**config.mk**
```make
export PLATFORM = sky130hd
export DESIGN_NAME = mem_req_arbiter
export DESIGN_NICKNAME = d
export VERILOG_FILES = /design/src/rtl/mem_req_arbiter.sv
export SDC_FILE = /design/constraint.sdc
export NUM_CORES = 2
export LEC_CHECK = 0
export CAP_MARGIN = 20
export CORE_AREA = 4 4 489 491
export DETAILED_ROUTE_END_ITERATION = 8
export DIE_AREA = 0 0 493 495
export PLACE_DENSITY = 0.3
export SYNTH_ARGS = -nofsm -noshare
export SYNTH_HDL_FRONTEND = slang
export SYNTH_SLANG_ARGS = --single-unit
```
**constraint.sdc**
```tcl
create_clock -name i_clk -period 28.4 [get_ports i_clk]
set_input_delay 8.52 -clock i_clk [delete_from_list [all_inputs] [get_ports i_clk]]
set_output_delay 8.52 -clock i_clk [all_outputs]
set_load 0.02 [all_outputs]
```
**src/rtl/mem_req_arbiter.sv**
```systemverilog
// Round-robin arbiter that serializes icache reads, dcache reads and dcache
// writes onto one memory read/write channel pair, with a completion watchdog.
module mem_req_arbiter #(
  parameter int ADDR_WIDTH     = 64,
  parameter int DATA_WIDTH     = 64,
  parameter int LINE_WIDTH     = 256,
  parameter int TIMEOUT_CYCLES = 1024
) (
  input  logic                  i_clk,
  input  logic                  i_rst,
  input  logic                  i_icache_read_req,
  input  logic [ADDR_WIDTH-1:0] i_icache_read_address,
  output logic [LINE_WIDTH-1:0] o_icache_cache_line,
  output logic                  o_icache_read_done,
  input  logic                  i_dcache_read_req,
  input  logic [ADDR_WIDTH-1:0] i_dcache_read_address,
  output logic [LINE_WIDTH-1:0] o_dcache_cache_line,
  output logic                  o_dcache_read_done,
  input  logic                  i_dcache_write_valid,
  input  logic [ADDR_WIDTH-1:0] i_dcache_write_address,
  input  logic [DATA_WIDTH-1:0] i_dcache_write_data,
  input  logic [7:0]            i_dcache_write_strobe,
  output logic                  o_dcache_write_done,
  output logic                  o_mem_read_req,
  output logic [ADDR_WIDTH-1:0] o_mem_read_address,
  input  logic                  i_mem_read_done,
  input  logic [LINE_WIDTH-1:0] i_cache_line,
  output logic                  o_mem_write_valid,
  output logic [ADDR_WIDTH-1:0] o_mem_write_address,
  output logic [DATA_WIDTH-1:0] o_mem_write_data,
  output logic [7:0]            o_write_strobe,
  input  logic                  i_mem_write_done,
  output logic                  o_busy,
  output logic                  o_timeout_err
);

  // Handshake: a cache holds its request until its done pulse; the memory
  // sees req/valid high with stable address/data/strobe until its done.
  localparam int WDW = $clog2(TIMEOUT_CYCLES);
  localparam logic [WDW-1:0] WD_LAST = WDW'(TIMEOUT_CYCLES - 1);

  localparam logic [1:0] REQ_WR  = 2'd0;
  localparam logic [1:0] REQ_DRD = 2'd1;
  localparam logic [1:0] REQ_IRD = 2'd2;

  typedef enum logic [1:0] {S_IDLE, S_RD, S_WR, S_RECOVER} state_t;

  state_t          r_state;
  logic [1:0]      r_last;
  logic [1:0]      r_owner;
  logic [WDW-1:0]  r_wdog;

  logic [2:0]            w_req;
  logic [1:0]            w_c0, w_c1, w_c2;
  logic [1:0]            w_sel;
  logic                  w_any;
  logic                  w_wd_expired;
  logic [LINE_WIDTH-1:0] w_fill_line;

  function automatic logic [1:0] f_next(input logic [1:0] g);
    return (g == REQ_IRD) ? REQ_WR : g + 2'd1;
  endfunction

  assign w_req        = {i_icache_read_req, i_dcache_read_req, i_dcache_write_valid};
  assign w_any        = |w_req;
  assign w_wd_expired = (r_wdog == WD_LAST);
  // A watchdog abort returns an all-zero line to the owner.
  assign w_fill_line  = i_mem_read_done ? i_cache_line : '0;

  always_comb begin
    w_c0  = f_next(r_last);
    w_c1  = f_next(w_c0);
    w_c2  = f_next(w_c1);
    w_sel = w_req[w_c0] ? w_c0 : (w_req[w_c1] ? w_c1 : w_c2);
  end

  always_ff @(posedge i_clk or posedge i_rst) begin
    if (i_rst) begin
      r_state             <= S_IDLE;
      r_last              <= REQ_IRD;
      r_owner             <= REQ_WR;
      r_wdog              <= '0;
      o_icache_cache_line <= '0;
      o_icache_read_done  <= 1'b0;
      o_dcache_cache_line <= '0;
      o_dcache_read_done  <= 1'b0;
      o_dcache_write_done <= 1'b0;
      o_mem_read_req      <= 1'b0;
      o_mem_read_address  <= '0;
      o_mem_write_valid   <= 1'b0;
      o_mem_write_address <= '0;
      o_mem_write_data    <= '0;
      o_write_strobe      <= '0;
      o_busy              <= 1'b0;
      o_timeout_err       <= 1'b0;
    end else begin
      o_icache_read_done  <= 1'b0;
      o_dcache_read_done  <= 1'b0;
      o_dcache_write_done <= 1'b0;
      case (r_state)
        S_IDLE: begin
          if (w_any) begin
            r_owner <= w_sel;
            r_last  <= w_sel;
            r_wdog  <= '0;
            o_busy  <= 1'b1;
            if (w_sel == REQ_WR) begin
              o_mem_write_address <= i_dcache_write_address;
              o_mem_write_data    <= i_dcache_write_data;
              o_write_strobe      <= i_dcache_write_strobe;
              o_mem_write_valid   <= 1'b1;
              r_state             <= S_WR;
            end else begin
              o_mem_read_address <= (w_sel == REQ_DRD) ? i_dcache_read_address
                                                       : i_icache_read_address;
              o_mem_read_req     <= 1'b1;
              r_state            <= S_RD;
            end
          end
        end
        S_RD: begin
          if (i_mem_read_done || w_wd_expired) begin
            o_mem_read_req <= 1'b0;
            r_state        <= S_RECOVER;
            if (!i_mem_read_done) o_timeout_err <= 1'b1;
            if (r_owner == REQ_DRD) begin
              o_dcache_cache_line <= w_fill_line;
              o_dcache_read_done  <= 1'b1;
            end else begin
              o_icache_cache_line <= w_fill_line;
              o_icache_read_done  <= 1'b1;
            end
          end else begin
            r_wdog <= r_wdog + 1'b1;
          end
        end
        S_WR: begin
          if (i_mem_write_done || w_wd_expired) begin
            o_mem_write_valid   <= 1'b0;
            o_dcache_write_done <= 1'b1;
            r_state             <= S_RECOVER;
            if (!i_mem_write_done) o_timeout_err <= 1'b1;
          end else begin
            r_wdog <= r_wdog + 1'b1;
          end
        end
        S_RECOVER: begin
          // Owner is still dropping its request this cycle; ignore everything.
          r_state <= S_IDLE;
          o_busy  <= 1'b0;
        end
        default: begin
          r_state <= S_IDLE;
          o_busy  <= 1'b0;
        end
      endcase
    end
  end

endmodule

```
==> flow_metrics.env <==
export IMPL_status="complete, no violations"
export IMPL_die_y_um=495
export IMPL_io_pins=1246
export IMPL_yosys_top_cells_count="733 x dfrtp_1, 514 x a22o_1, 137 x nor2_1"
export IMPL_cp_end_kind="asynchronous set/reset pin"
export IMPL_htreeDepth=3
export IMPL_r2r_end="o_icache_cache_line[27]"
export IMPL_layout_nets=3613
export IMPL_postCtsHoldBufs=0
export IMPL_grt_overflow=0
export IMPL_clock_skew_ns=0.05873
export IMPL_power_frac_comb_pct=47.5
export IMPL_dp_slack_ns=15.11
export IMPL_wl_per_cell_um=25.99
export IMPL_post_cts_buffers=0
export IMPL_root_buffer="clkbuf_16"
export IMPL_synthArstFlopShare_pct=100.0
export IMPL_powerDensity_nw_per_um2=128.5
export IMPL_min_path_type="reg2reg"
export IMPL_tightestPinTransition_ns=1.060
export IMPL_numCtsBuffers=98
export IMPL_fmax_ghz=0.08103
export IMPL_area_delta_synth_final_pct=71.14
export IMPL_finalWorstSetupSlack_ns=16.06
export IMPL_clock_path_buffers=3
export IMPL_whs_ns=0.4645
export IMPL_utilization_pct=19.83
export IMPL_grt_max_degree=140
export IMPL_max_cap_viol_count=0
export IMPL_route_detailed_drc=0
export IMPL_grt_usage_pct=12.92
export IMPL_io_buffers=1245
export IMPL_p_clk_share_pct=21.5
export IMPL_final_area_um2=46540
export IMPL_fillerInstances=25610
export IMPL_clk_pin_slew_ns=0.05
export IMPL_synth_fp_nets=2392
export IMPL_p_int_mw=3.635
export IMPL_cts_sinks=734
export IMPL_startpoint_type="input pin"
export IMPL_place_area_um2=43170
export IMPL_wl_um=164500
export IMPL_synthCells=1858
export IMPL_cts_tree="built"
export IMPL_r2r_start="r_wdog[0]"
export IMPL_fp_coreArea_um2=234700
export IMPL_regArea_um2=18370
export IMPL_hold_depth=1
export IMPL_die_area_um2=244000
export IMPL_clock_latency_ns=0.75
export IMPL_grt_pass1_vias=23583
export IMPL_synthDominantCellAreaShare_pct=67.45
export IMPL_routed_via_density=3.450
export IMPL_synth_edff_count=0
export IMPL_worst_path_max_fanout=139
export IMPL_slowest_delay_ns=0.83
export IMPL_ys_seq_elements=734
export IMPL_yosysTopAreaCell="dfrtp_1"
export IMPL_ir_drop_mv=0.04207
export IMPL_drive_above_1_share_pct=10.45
export IMPL_start_util_pct=11.58
export IMPL_setup_viol=0
export IMPL_power_frac_seq_pct=31.0
export IMPL_switching_share_pct=39.23
export IMPL_dpl_hpwl_um=125300
export IMPL_r2r_setup_slack_ns=23.76
export IMPL_required_ns=29.11
export IMPL_netlist_top_cells_area="dfrtp_1 67%, a22o_1 17%, mux2_4 5.6%"
export IMPL_yosysUniqueCellTypes=43
export IMPL_multi_input_area_um2=8083
export IMPL_p_sw_mw=2.346
export IMPL_yosysMostFrequentCell="dfrtp_1"
export IMPL_maxSlewHeadroom_pct=29.32
export IMPL_power_leakage_nw=19.08
export IMPL_crit_start="i_rst"
export IMPL_slew_violations=0
export IMPL_path_common_cell="buf_4"
export IMPL_setup_tns_final_ns=0
export IMPL_crit_chain="clkdlybuf4s50_1, clkinvlp_4, buf_12, buf_4, buf_4, buf_12, buf_4"
export IMPL_netlist_area_um2=27190
export IMPL_grt_pass1_wl_um=218600
export IMPL_yosysWarnings=0
export IMPL_placementRows=178
export IMPL_critPathSlowestCell="buf_4"
export IMPL_gp_congestion=0.8055
export IMPL_post_route_period_util_pct=43.45
export IMPL_detail_route_iter0_violations=1175
export IMPL_final_min_clock_period_ns=12.34
export IMPL_syn_avg_cell_area_um2=14.64
export IMPL_hold_viol=0
export IMPL_crit_type="in2async"
export IMPL_drtPass1Iterations=5
export IMPL_ys_flop_type="dfrtp_1"
export IMPL_holdCritStartpoint="o_timeout_err"
export IMPL_seq_area_frac_synth_pct=67.55
export IMPL_ctsResizeCount=0
export IMPL_worstPathArrival_ns=13.05
export IMPL_rsz0062_at_grt="false"
export IMPL_vias=21831
export IMPL_antenna_found_initial=48
export IMPL_holdPathEnd="o_timeout_err"
export IMPL_ff2ff_path_depth=9
export IMPL_ant_nets=0
export IMPL_chipWidth_um=493
logic make-up after synthesis:
family,after synthesis,share of synthesized area [%]
buf+inv,164,2.954
flops,734,67.55
simple gates,202,3.147
mux,137,7.076
fa+ha+maj,7,0.3221
compound gates,614,18.95
area by class of cell:
| class | instances | area share (%) |
|---|---|---|
| tap | 3150 | 8.469 |
| timing repair buffer | 1277 | 27.37 |
| clock buffer | 148 | 6.081 |
| clock inverter | 31 | 1.062 |
| sequential | 734 | 39.47 |
| multi-input combinational | 960 | 17.37 |
| antenna | 19 | 0.1022 |
| inverter | 8 | 0.07259 |
power by group through the flow:
stage,Clock (mW),Combinational [mW],Sequential (mW)
3_5_place_dp,0,2.91,1.87
3_3_place_gp,0,2.91,1.87
5_1_grt,1.39,3.00,1.92
4_1_cts,1.35,2.92,1.86
2_1_floorplan,0,0.764,2.38
6_report,1.29,2.84,1.85
stage by stage:
stage | total power, mW | instances
2_1_floorplan | 3.147 | 1858
3_3_place_gp | 4.788 | 6129
3_5_place_dp | 4.777 | 6129
4_1_cts | 6.138 | 6308
5_1_grt | 6.303 | 6317
6_report | 5.982 | 6327
placed cells by master, fill, tap and decap left out, drive strengths merged, types with 4 or more instances in the layout:
cell,instances
nand3,11
clkinv,21
clkdlybuf4s50,1245
clkbuf,148
mux2,136
buf,32
a21oi,4
a22o,514
dfrtp,733
nand2,30
bufinv,7
inv,8
diode,19
nor2,137
ha,7
o22ai,65
o21ai,11
nor2b,6
how the worst max path moves through the flow:
stage | to | slack, ns
after floorplan | o_busy | 9.82
after global placement | o_dcache_cache_line[113] | 15.10
after detailed placement | o_dcache_cache_line[113] | 15.11
after CTS | o_dcache_cache_line[92] | 15.95
after global routing | o_icache_cache_line[83] | 15.42
final | o_icache_cache_line[83] | 16.06
sequential cells by signal (all words and copies together) (netlist names), 2 cells and up:
name	count
o_mem_write_data	64
o_mem_read_address	64
r_last	2
o_dcache_cache_line	256
o_icache_cache_line	256
r_state	2
o_mem_write_address	64
o_write_strobe	8
r_wdog	10
per-layer routing:
layer	wire length, µm	GRT usage [%]	vias up	share of wire, %
met5	206	0	-	0.13
met4	5290	4.657	38	3.2
met3	15900	5.638	220	9.7
met2	80120	21.75	1026	49
met1	62940	14.48	11069	38
li1	-	-	9478	-
critical path, delay by kind of cell:
kind	cells	cell delay [ns]
buffers and inverters	7	4.01
Note: power is estimated with default switching activity, not from simulation.
